===== config.mk =====
export PLATFORM = sky130hd
export DESIGN_NAME = fp_issue_stage
export DESIGN_NICKNAME = d
export VERILOG_FILES = /design/src/rtl/fp_issue_stage.sv
export SDC_FILE = /design/constraint.sdc
export NUM_CORES = 1
export LEC_CHECK = 0
export CORE_ASPECT_RATIO = 0.75
export CORE_MARGIN = 3
export CORE_UTILIZATION = 35
export CTS_CLUSTER_DIAMETER = 200
export DETAILED_ROUTE_END_ITERATION = 12
export PLACE_DENSITY = 0.75
export SKIP_CTS_REPAIR_TIMING = 1
export SYNTH_ARGS = -nofsm -noshare
export SYNTH_HDL_FRONTEND = slang
export SYNTH_SLANG_ARGS = --single-unit

===== constraint.sdc =====
create_clock -name in_clk -period 1.7 [get_ports in_clk]
set_clock_uncertainty 0.15 [all_clocks]
set_input_delay 0.255 -clock in_clk [delete_from_list [all_inputs] [get_ports in_clk]]
set_output_delay 0.255 -clock in_clk [all_outputs]
set_load 0.02 [all_outputs]

===== src/rtl/fp_issue_stage.sv =====
// fp_issue_stage
// ---------------------------------------------------------------------------
// Issue/hold stage that sits directly in front of the FP_Unit datapath.
// A single FP request is taken from decode over a valid/ready handshake.
// Its operands and controls are registered and held steady on the FP_Unit
// inputs for a per-op number of cycles. The FP_Unit result is then captured
// and offered to writeback over a second valid/ready handshake.
//
// Ports
//   in_clk, in_rst             clock, synchronous active-high reset
//   in_req_valid/out_req_ready request handshake from decode
//   in_rs1, in_rs2, in_FPU_Op, in_fmt, in_output_fmt, in_addsub_ctrl,
//   in_ctrl_minmax_sgnj_cmp, in_rd          request fields
//   out_fpu_*                  held operands/controls driven into FP_Unit
//   in_fpu_result              FP_Unit out_data
//   out_rsp_valid/in_rsp_ready response handshake to writeback
//   out_rsp_data, out_rsp_rd, out_rsp_illegal  response payload
//
// Build option
//   FP_ISSUE_BYPASS_EN : when defined, a new request can be accepted in the
//                        same cycle the pending response is consumed. This
//                        removes the IDLE bubble between back-to-back ops.
// ---------------------------------------------------------------------------
module fp_issue_stage #(
    parameter int DATA_WIDTH = 64,
    parameter int LAT_ADDSUB = 2,
    parameter int LAT_MUL    = 3,
    parameter int LAT_DIV    = 8,
    parameter int LAT_MISC   = 1
) (
    input  logic                  in_clk,
    input  logic                  in_rst,
    input  logic                  in_req_valid,
    output logic                  out_req_ready,
    input  logic [DATA_WIDTH-1:0] in_rs1,
    input  logic [DATA_WIDTH-1:0] in_rs2,
    input  logic [3:0]            in_FPU_Op,
    input  logic                  in_fmt,
    input  logic                  in_output_fmt,
    input  logic                  in_addsub_ctrl,
    input  logic [2:0]            in_ctrl_minmax_sgnj_cmp,
    input  logic [4:0]            in_rd,
    output logic [DATA_WIDTH-1:0] out_fpu_rs1,
    output logic [DATA_WIDTH-1:0] out_fpu_rs2,
    output logic [3:0]            out_fpu_op,
    output logic                  out_fpu_fmt,
    output logic                  out_fpu_output_fmt,
    output logic                  out_fpu_addsub_ctrl,
    output logic [2:0]            out_fpu_ctrl,
    input  logic [DATA_WIDTH-1:0] in_fpu_result,
    output logic                  out_rsp_valid,
    input  logic                  in_rsp_ready,
    output logic [DATA_WIDTH-1:0] out_rsp_data,
    output logic [4:0]            out_rsp_rd,
    output logic                  out_rsp_illegal
);

    // Latencies outside 1..255 cannot be represented by the 8-bit
    // countdown, so they are rejected at elaboration.
    generate
        if (LAT_ADDSUB < 1 || LAT_ADDSUB > 255 ||
            LAT_MUL    < 1 || LAT_MUL    > 255 ||
            LAT_DIV    < 1 || LAT_DIV    > 255 ||
            LAT_MISC   < 1 || LAT_MISC   > 255) begin : g_bad_latency
            $error("fp_issue_stage: every LAT_* parameter must be in 1..255");
        end
    endgenerate

    localparam logic [7:0] LAT8_ADDSUB = 8'(LAT_ADDSUB);
    localparam logic [7:0] LAT8_MUL    = 8'(LAT_MUL);
    localparam logic [7:0] LAT8_DIV    = 8'(LAT_DIV);
    localparam logic [7:0] LAT8_MISC   = 8'(LAT_MISC);

    typedef enum logic [1:0] {
        IDLE = 2'd0,
        EXEC = 2'd1,
        DONE = 2'd2
    } state_t;

    state_t     state;
    state_t     state_next;
    logic [7:0] cnt;
    logic [7:0] lat_sel;
    logic       ready_state;
    logic       accept;
    logic       req_illegal;

    // Any op with the top bit set has no FP_Unit meaning and skips EXEC.
    assign req_illegal = in_FPU_Op[3];

    // Hold-cycle count for the op being accepted. Ops 0011..0111 share the
    // misc latency.
    always_comb begin
        lat_sel = LAT8_MISC;
        case (in_FPU_Op)
            4'b0000: lat_sel = LAT8_ADDSUB;
            4'b0001: lat_sel = LAT8_MUL;
            4'b0010: lat_sel = LAT8_DIV;
            default: lat_sel = LAT8_MISC;
        endcase
    end

    // Ready is forced low while reset is asserted, so that no request can be
    // taken in a cycle whose state is about to be discarded.
    always_comb begin
`ifdef FP_ISSUE_BYPASS_EN
        ready_state = (state == IDLE) || ((state == DONE) && in_rsp_ready);
`else
        ready_state = (state == IDLE);
`endif
    end

    assign out_req_ready = ready_state & ~in_rst;
    assign accept        = in_req_valid & out_req_ready;
    assign out_rsp_valid = (state == DONE);

    // State register.
    always_ff @(posedge in_clk) begin
        if (in_rst) begin
            state <= IDLE;
        end else begin
            state <= state_next;
        end
    end

    // Next-state logic. In DONE, an accept is only possible when the bypass
    // build is enabled; it overrides the plain return to IDLE.
    always_comb begin
        state_next = state;
        case (state)
            IDLE: begin
                if (accept) begin
                    state_next = req_illegal ? DONE : EXEC;
                end
            end
            EXEC: begin
                if (cnt == 8'd1) begin
                    state_next = DONE;
                end
            end
            DONE: begin
                if (in_rsp_ready) begin
                    state_next = IDLE;
                end
                if (accept) begin
                    state_next = req_illegal ? DONE : EXEC;
                end
            end
            default: state_next = IDLE;
        endcase
    end

    // Datapath registers. The FP_Unit-facing copies change only on an
    // accept, so they stay frozen through EXEC and keep the last issued
    // values afterwards. The result is sampled in the final EXEC cycle.
    always_ff @(posedge in_clk) begin
        if (in_rst) begin
            cnt                 <= 8'd0;
            out_fpu_rs1         <= '0;
            out_fpu_rs2         <= '0;
            out_fpu_op          <= 4'd0;
            out_fpu_fmt         <= 1'b0;
            out_fpu_output_fmt  <= 1'b0;
            out_fpu_addsub_ctrl <= 1'b0;
            out_fpu_ctrl        <= 3'd0;
            out_rsp_data        <= '0;
            out_rsp_rd          <= 5'd0;
            out_rsp_illegal     <= 1'b0;
        end else if (accept) begin
            out_fpu_rs1         <= in_rs1;
            out_fpu_rs2         <= in_rs2;
            out_fpu_op          <= in_FPU_Op;
            out_fpu_fmt         <= in_fmt;
            out_fpu_output_fmt  <= in_output_fmt;
            out_fpu_addsub_ctrl <= in_addsub_ctrl;
            out_fpu_ctrl        <= in_ctrl_minmax_sgnj_cmp;
            out_rsp_rd          <= in_rd;
            if (req_illegal) begin
                cnt             <= 8'd0;
                out_rsp_data    <= '0;
                out_rsp_illegal <= 1'b1;
            end else begin
                cnt <= lat_sel;
            end
        end else if (state == EXEC) begin
            cnt <= cnt - 8'd1;
            if (cnt == 8'd1) begin
                out_rsp_data    <= in_fpu_result;
                out_rsp_illegal <= 1'b0;
            end
        end
    end

endmodule

==> results.py, run 1 <==
metrics = {
    "clock_tree": {
        "cts_tree": "done",
        "cts-htree-levels": 1,
        "cts_num_sinks": 218,
        "cts_buffers": 23,
        "cts.path.max_buffers": 3,
        "clk_latency_ns": 0.49,
        "clkTransAtPathRegs_ns": 0.06,
        "root_buffer": "clkbuf_16",
    },
    "worst_setup_path": {
        "cp_slowest_cell": "dfxtp_4",
        "worstSetupStartpointType": "register",
        "crit_path_max_incr_delay_ns": 0.37,
        "worstPathArrival_ns": 1.40,
        "cp.required_ns": 1.29,
        "cp_top_family": "flip-flops",
        "path_cells": "buf_6 > nor3_1 > clkbuf_2",
        "crit_path_max_fanout": 6,
        "worstSetupEndpointType": "primary output",
        "crit_type": "register to primary output",
        "cp_num_buf_inv": 2,
    },
    "power_and_ir_drop": {
        "pwr-share-clk_pct": 36.9,
        "p_switching_uw": 3870,
        "max-vdd-ir-drop_mv": 0.804,
        "p_leak_uw": 0.00964,
        "p_int_uw": 10700,
        "p_sw_share_pct": 26.6,
        "seqPwrFrac_pct": 39.2,
        "p_comb_share_pct": 23.9,
        "p_per_area_mw_per_mm2": 917,
    },
    "synthesis": {
        "synth_edf_count": 0,
        "synth_cell_types": 44,
        "ys.flop_type": "dfxtp_1",
        "yosysTopAreaCell": "dfxtp_1",
        "synth.top_cell.area_share_pct": 53.0,
        "synthMuxAreaShare_pct": 7.78,
        "synthesis.nets": 1194,
        "synth-seq-cells": 218,
        "synthesis.area_mm2": 0.00824,
        "synth-xor-area-share_pct": 0.213,
        "ys_seq_area_share_pct": 53.0,
        "synth_top_family_by_area": "simple AND/OR/NAND/NOR gates",
        "synth_compound_area_share_pct": 10.4,
        "synth_area_per_cell_um2": 8.40,
        "synth_adder_area_share_pct": 0.304,
        "synth-async-reset-ratio_pct": 0,
        "synth_cells": 981,
        "yosys.area_share.simple_pct": 23.6,
        "synth_area_leaders": "dfxtp_1 53%, nand2_1 13%, o21ai_0 8.4%",
        "ys_warn_count": 0,
    },
    "drt": {
        "vias": 8763,
        "met3WireLength_mm": 2.45,
        "firstDrtPassIters": 5,
        "drt.antenna.violating_nets": 0,
        "top_layer": "met4",
        "drc": 0,
        "routed_wl_mm": 32.8,
        "drt_iter0_markers": 352,
        "wl_met2_mm": 16.0,
        "wire_per_inst_um": 18.5,
        "met1Wirelength_mm": 13.4,
        "vias_per_cell": 4.95,
    },
    "floorplanning": {
        "coreArea_mm2": 0.0226,
        "die_h_um": 139,
        "initial_utilization_pct": 36.5,
        "placementRows": 47,
        "io_pins": 421,
        "die_x_um": 183,
        "dieArea_mm2": 0.0254,
    },
    "global_routing": {
        "grtUsageTotal_pct": 20.2,
        "first_global_vias": 7839,
        "grt_pass1_wl_mm": 42.4,
        "grt_max_degree": 65,
        "grt_antenna_before_repair": 0,
        "grt_overflow_total": 0,
    },
    "layout": {
        "final_common_cell": "nand2_1",
        "n_antenna_cell": 0,
        "fin_util_pct": 70.1,
        "nNetsFinal": 1676,
        "layout-drive-gt1-share_pct": 13.5,
        "layout_common_cells": "274 x nand2_1, 214 x dfxtp_1, 210 x clkdlybuf4s50_1, 208 x dlymetal6s2s_1, 128 x nand3_1",
        "syn_to_final_growth_pct": 92.2,
    },
    "timing": {
        "worst_slew_pin_slew_ns": 0.355,
        "max_freq_ghz": 0.555,
        "hold_viol_final": 0,
        "rsz0062_at_grt": "yes",
        "setup_viol": 97,
        "period_share_pct": 106,
        "layout_min_cycle_time_ns": 1.80,
        "tns_ns": -4.01,
        "maxSlewViolCount": 0,
        "setup_slack_ns": -0.101,
        "slew_headroom_pct": 76.1,
    },
    "outcome": {
        "violations": "negative setup slack",
        "status": "finished with violations",
    },
    "hold_path": {
        "hold_path_class": "primary input to register",
    },
    "place": {
        "port_buffers": 420,
        "finalWeightedCongestion": 0.836,
        "dp_hpwl_mm": 20.1,
    },
    "flow_run": {
        "drv_cap": 0,
    },
}
==> power by group through the flow <==
stage,Sequential (µW),Combinational (µW),Clock (µW)
2_1_floorplan,6220,834,0
3_3_place_gp,5790,2880,0
3_5_place_dp,5800,2910,0
4_1_cts,5690,2930,5460
5_1_grt,5730,3660,5690
6_report,5690,3470,5360
==> worst reg2reg max path, delay by kind of cell, from the launching register on <==
kind                   cells  cell delay [ns]
DFF                        1             0.37
and+or+nand+nor            2             0.38
buffers and inverters      5             0.73
AOI/OAI and AO/OA          1             0.08
==> Yosys cell counts, drive strengths merged, types with 3 or more instances <==
cell type	number
a21oi	7
nand2	286
or3	4
o21ai	147
clkbuf	45
nand3b	3
buf	40
dfxtp	218
mux2i	64
or4b	3
nand3	128
or4	3
nor2	4
inv	3
==> routing by layer <==
layer  vias up  track usage (%)
met1      4103             24.1
met5         -                0
met3        62             6.24
met2       318             34.8
li1       4280                -
met4         0             6.45
==> sequential cells by signal (all words and copies together) (netlist names), 2 cells and up <==
| signal | cells |
|---|---|
| out_fpu_op | 4 |
| state | 2 |
| out_rsp_data | 64 |
| out_fpu_ctrl | 3 |
| out_fpu_rs1 | 64 |
| out_fpu_rs2 | 64 |
| cnt | 8 |
| out_rsp_rd | 5 |
==> cell families after synthesis <==
family | after synthesis
DFF | 218
muxes | 64
buffers and inverters | 89
and+or+nand+nor | 442
xor gates and xnor gates | 2
AOI/OAI and AO/OA | 164
adders and majority gates | 2
==> through the flow <==
step	total power, µW	instances	hold slack (ns)	cell area (µm²)	setup slack (ns)
after global placement	8660	1675	0.286	13200	-0.329
final	14500	1772	0.142	15800	-0.101
after floorplan	7050	981	0.214	8260	0.0101
after global routing	15100	1772	0.136	15800	-0.166
after CTS	14100	1715	0.131	14000	-0.570
after detailed placement	8710	1675	0.292	13200	-0.356
==> area by class of cell <==
cell class              instances  area (µm²)
fillers                      1580        6750
repair buffers                542        6670
flip-flops and latches        218        4370
multi-input cells             674        3600
clock buffers                  34         667
well taps                     294         368
clock inverters                 6         134
inverters                       4        22.5
==> final timing paths <==
kind	slack, ns	depth (start not counted)	end	from
max	-0.10	3	out_req_ready	state[0]
min	0.14	3	out_fpu_rs2[18]	in_rs2[18]
max reg2reg	-0.09	8	out_fpu_rs1[39]	state[0]
min reg2reg	0.29	2	out_fpu_rs1[12]	out_fpu_rs1[12]
(Power assumes the default switching activity.)
==> run 2: changes to the inputs <==
SLEW_MARGIN = 0   (was default)
==> results of run 2 <==
Final layout, timing and power as in run 1 (identical DEF).
==> run 3: changes to the inputs <==
SETUP_SLACK_MARGIN = 0.5   (was default)
==> run 3 against run 2 <==
Effect of this change:
- the flow still finishes with violations (negative setup slack)
- sequential power grew 2%
- critical path depth shrank 2
- via count shrank 2.9%
- global-route usage grew 0.54 points
- power shrank 2.7%
- largest cell class unchanged
- largest power group unchanged
- highest routed layer unchanged
==> results.py, run 3 (synthesized netlist as in run 1, its figures left out) <==
metrics = {
    "global_routing": {
        "grt_pass1_wl_mm": 43.3,
        "grtUsageTotal_pct": 20.8,
        "first_global_vias": 8070,
        "grt_antenna_before_repair": 1,
        "grt_max_degree": 53,
        "grt_overflow_total": 0,
    },
    "floorplanning": {
        "coreArea_mm2": 0.0226,
        "initial_utilization_pct": 36.5,
        "dieArea_mm2": 0.0254,
        "die_x_um": 183,
        "die_h_um": 139,
        "io_pins": 421,
        "placementRows": 47,
    },
    "outcome": {
        "status": "finished with violations",
        "violations": "negative setup slack",
    },
    "worst_setup_path": {
        "cp_num_buf_inv": 1,
        "cp_slowest_cell": "clkdlybuf4s50_1",
        "cp.required_ns": 1.29,
        "cp_top_family": "buffers and inverters",
        "crit_path_max_fanout": 2,
        "worstSetupStartpointType": "register",
        "crit_path_max_incr_delay_ns": 0.61,
        "path_cells": "clkdlybuf4s50_1",
        "r2r_slack_ns": -0.15,
        "worstSetupEndpointType": "primary output",
        "worstPathArrival_ns": 1.45,
        "crit_type": "register to primary output",
    },
    "drt": {
        "vias": 8513,
        "wire_per_inst_um": 16.7,
        "routed_wl_mm": 29.2,
        "drc": 0,
        "drt_iter0_markers": 280,
        "vias_per_cell": 4.86,
        "drt.antenna.violating_nets": 0,
        "firstDrtPassIters": 5,
    },
    "place": {
        "dp_hpwl_mm": 20.6,
        "preCtsSetupSlack_ns": -0.457,
        "dp.cells": 1665,
        "finalWeightedCongestion": 0.783,
        "port_buffers": 420,
    },
    "timing": {
        "rsz0062_at_grt": "yes",
        "tns_ns": -1.41,
        "hold_viol_final": 0,
        "slew_headroom_pct": 75.0,
        "worst_slew_pin_slew_ns": 0.370,
        "setup_viol": 12,
        "max_freq_ghz": 0.540,
        "setup_slack_ns": -0.151,
        "maxSlewViolCount": 0,
        "period_share_pct": 109,
        "layout_min_cycle_time_ns": 1.85,
    },
    "layout": {
        "n_antenna_cell": 0,
        "top_regs": "out_fpu_rs1 x64, out_fpu_rs2 x64, out_rsp_data x64",
        "final_common_cell": "nand2_1",
        "layout_common_cells": "285 x nand2_1, 215 x clkdlybuf4s50_1, 188 x buf_6, 164 x dfxtp_2, 143 x o21ai_1",
        "syn_to_final_growth_pct": 81.8,
        "multi_input_area_mm2": 0.00374,
        "n_fill_cell": 1755,
        "regArea_mm2": 0.00458,
        "fin_util_pct": 66.3,
        "nNetsFinal": 1654,
        "final_cells": 1751,
        "layout-drive-gt1-share_pct": 37.4,
    },
    "flow_run": {
        "drv_cap": 0,
    },
    "power_and_ir_drop": {
        "seqPwrFrac_pct": 41.2,
        "max-vdd-ir-drop_mv": 0.720,
        "p_comb_share_pct": 22.7,
        "p_sw_share_pct": 27.5,
        "p_int_uw": 10200,
        "p_switching_uw": 3890,
        "p_per_area_mw_per_mm2": 943,
        "p_leak_uw": 0.00668,
        "pwr-share-clk_pct": 36.1,
        "total_power_uw": 14100,
    },
    "clock_tree": {
        "cts_tree": "done",
        "cts-htree-levels": 1,
        "clk_latency_ns": 0.51,
        "clkTransAtPathRegs_ns": 0.06,
        "cts_num_sinks": 218,
        "cts.path.max_buffers": 3,
        "cts_buffers": 23,
        "root_buffer": "clkbuf_16",
    },
    "hold_path": {
        "hold_path_class": "primary input to register",
    },
}
## run 3: worst register-to-register path, cell delays in order (launching register included)
cell     delay, ns
dfxtp_4       0.37
buf_6         0.12
or4b_4        0.51
or4b_4        0.50
a21oi_2       0.13
## run 3: final timing paths
kind | end | depth (start not counted) | from
worst min-delay path | cnt[1] | 4 | in_rst
worst max-delay path | out_fpu_rs2[21] | 1 | out_fpu_rs2[21]
worst min register to register | out_fpu_rs2[63] | 2 | out_fpu_rs2[63]
worst max register to register | cnt[7] | 4 | state[1]
## run 3: power groups by stage
stage                     combinational [µW]  clock, µW  sequential (µW)
after floorplan                         1040          0             6220
after global placement                  2990          0             5790
after detailed placement                3020          0             5810
after CTS                               3040       5200             5700
after global routing                    3420       5430             5860
final                                   3200       5110             5820
## run 3: final cells by class
cell class | instances | area share [%]
inverter | 4 | 0.150
sequential | 218 | 30.6
tap | 294 | 2.46
multi-input combinational | 674 | 24.9
clock buffer | 31 | 4.38
timing repair buffer | 520 | 36.8
clock inverter | 10 | 0.693
## run 3: layer usage
layer	vias up	GRT usage, %	routed length (µm)	part of all wire, %
met1	3939	24.0	11200	38
li1	4221	-	-	-
met3	50	7.21	2570	8.8
met2	303	36.2	14500	50
met5	-	0	0	0
met4	0	6.13	920	3.1
## run 3: stage by stage
stage	hold WS [ns]	instance area [µm²]
after floorplan	0.220	8690
after global placement	0.284	13400
after detailed placement	0.288	13400
after CTS	0.119	14100
after global routing	0.116	15000
final	0.0974	15000
==> patch (config.mk and constraints of run 1) <==
Make the reset (`in_rst`) asynchronous in 2 clocked blocks. Comments in the files are not updated.
--- a/src/rtl/fp_issue_stage.sv
+++ b/src/rtl/fp_issue_stage.sv
@@ -117,3 +117,3 @@
     // State register.
-    always_ff @(posedge in_clk) begin
+    always_ff @(posedge in_clk or posedge in_rst) begin
         if (in_rst) begin
@@ -155,3 +155,3 @@
     // values afterwards. The result is sampled in the final EXEC cycle.
-    always_ff @(posedge in_clk) begin
+    always_ff @(posedge in_clk or posedge in_rst) begin
         if (in_rst) begin
Function: differs if in_rst is asserted again (counterexample within 4 cycles, from zero or initial values and one cycle with in_rst high); with in_rst held inactive, the same outputs for 4 cycles.
==> patch against run 1 <==
The run still ends with setup timing left. First-iteration DRC count rose by 9.4%. Wire length rose by 12%. Final area rose by 8.9%. Register-to-register slack got worse by 210 ps. Sequential cell count did not move. Area after synthesis rose by 7.5%. Synthesized cell count fell by 3.2%. Setup slack got worse by 200 ps.
Power is not compared: it rests on default switching activity, and its combinational part moved more than twofold at a synthesized area within 25%.
==> patch: results (changes against run 1) <==
INFO  run_status     outcome=finished with violations
INFO  run_status     violations=setup timing
INFO  critical_path  cpPeakStageDelay=620ps [+250 ps]
INFO  layout         clockBufferCount=35 [+2.9%]
INFO  routing        post_drt_wl_per_cell=20.6um [+11%]
INFO  min_path       timing.hold.worst.start=in_rs1[52]
INFO  layout         final_nets=1642 [-2.0%]
INFO  routing        drtIter0Drc=385 [+9.4%]
INFO  synth          synth.yosys.seq_area_share=0.616 [+0.0861]
INFO  clocking       worst_skew_pair.late_latency=510ps [+20 ps]
INFO  critical_path  critPathTopFamily=simple AND/OR/NAND/NOR gates
INFO  synth          synth_common_cells=sky130_fd_sc_hd__nand2_1, sky130_fd_sc_hd__dfrtp_1, sky130_fd_sc_hd__mux2i_1
INFO  synth          synthesis.nets=1163 [-2.6%]
INFO  layout         inverters=5 [+1]
INFO  critical_path  worstPathMaxFanout=5 [-1]
INFO  critical_path  rr_endpoint=out_fpu_rs2[36]$_DFFE_PP0P_
INFO  synth          postSynth.asyncResetShare=1.00 [+1.00]
INFO  global_routing grt_start_max_net_pins=71 [+9.2%]
INFO  global_routing grt_pass1_wl=44.5mm [+5.2%]
INFO  layout         filler_free_cell_count_of_the_finished_design=1776 [+0.23%]
INFO  timing         fin_ws=-302ps [-202 ps]
INFO  layout         multi_input_gate_share_of_the_layout_cell_area=0.245 [+0.0177]
INFO  synth          postSynthCellCount=950 [-3.2%]
INFO  global_routing grtUsageTotal=0.203 [+0.000658]
INFO  global_routing number_of_global_route_vias_before_repair=8164 [+4.1%]
INFO  timing         finalSetupViolCount=219 [+130%]
INFO  timing         tightestPinTransition=379ps [+24.1 ps]
INFO  layout         layout.area.seq=5460um^2 [+25%]
INFO  synth          synth_cell_types=34 [-23%]
INFO  layout         final-nonclk-buf-share=0.370 [-0.0508]
INFO  layout         n_all_buffers=514 [-5.2%]
INFO  placement      routability_congestion_estimate=0.812 [-2.9%]
INFO  layout         clk_share=0.0428 [-0.00777]
INFO  layout         seq_cells=218 [unchanged]
INFO  synth          ys_dominant_reg_cell=sky130_fd_sc_hd__dfrtp_1
INFO  min_path       min_delay_worst_endpoint=out_fpu_rs1[52]$_DFFE_PP0P_
INFO  layout         post_route_cells_drive_above_1_share=0.270 [+0.135]
INFO  placement      preCtsSetupSlack=-437ps [-80.8 ps]
INFO  layout         n_fill_cell=1622 [+2.7%]
INFO  clocking       cts_made_buffers=24 [+4.3%]
INFO  placement      post-dp-hpwl=21.2mm [+5.9%]
INFO  routing        vias_per_cell=4.98 [+0.77%]
INFO  layout         multi_input_comb_cells=666 [-1.2%]
INFO  synth          post_synth_main_area_contributors=sky130_fd_sc_hd__dfrtp_1, sky130_fd_sc_hd__nand2_1, sky130_fd_sc_hd__mux2i_1
## patch: layer usage
metal  share of wire  track usage  up-vias
li1                -            -     4010
met1            0.39        0.257     4396
met2            0.51        0.349      360
met3           0.067       0.0495       84
met4           0.036       0.0587        0
met5               0            0        -
## patch: per-stage QoR
step	TNS, ps	instance area (um^2)	power (mW)	utilization	hold WS, ps
2_1_floorplan	-346110	9120	15.2	-	198
3_3_place_gp	-76970	13900	21.8	0.570	298
3_5_place_dp	-83600	13900	22.2	0.570	304
4_1_cts	-62300	14600	27.2	0.600	85.4
5_1_grt	-48620	17200	31.3	0.707	102
6_report	-45760	17200	29.8	0.707	115
## patch: cell families (layout without fill, tap and decap cells)
kind of cell | count (synthesis) | after routing | synth area share
AOI/OAI and AO/OA | 78 | 78 | 0.0468
xor gates and xnor gates | 2 | 2 | 0.00198
adders and majority gates | 2 | 2 | 0.00282
buffers and inverters | 66 | 561 | 0.0315
DFF | 218 | 218 | 0.616
muxes | 65 | 65 | 0.0735
and+or+nand+nor | 519 | 519 | 0.228
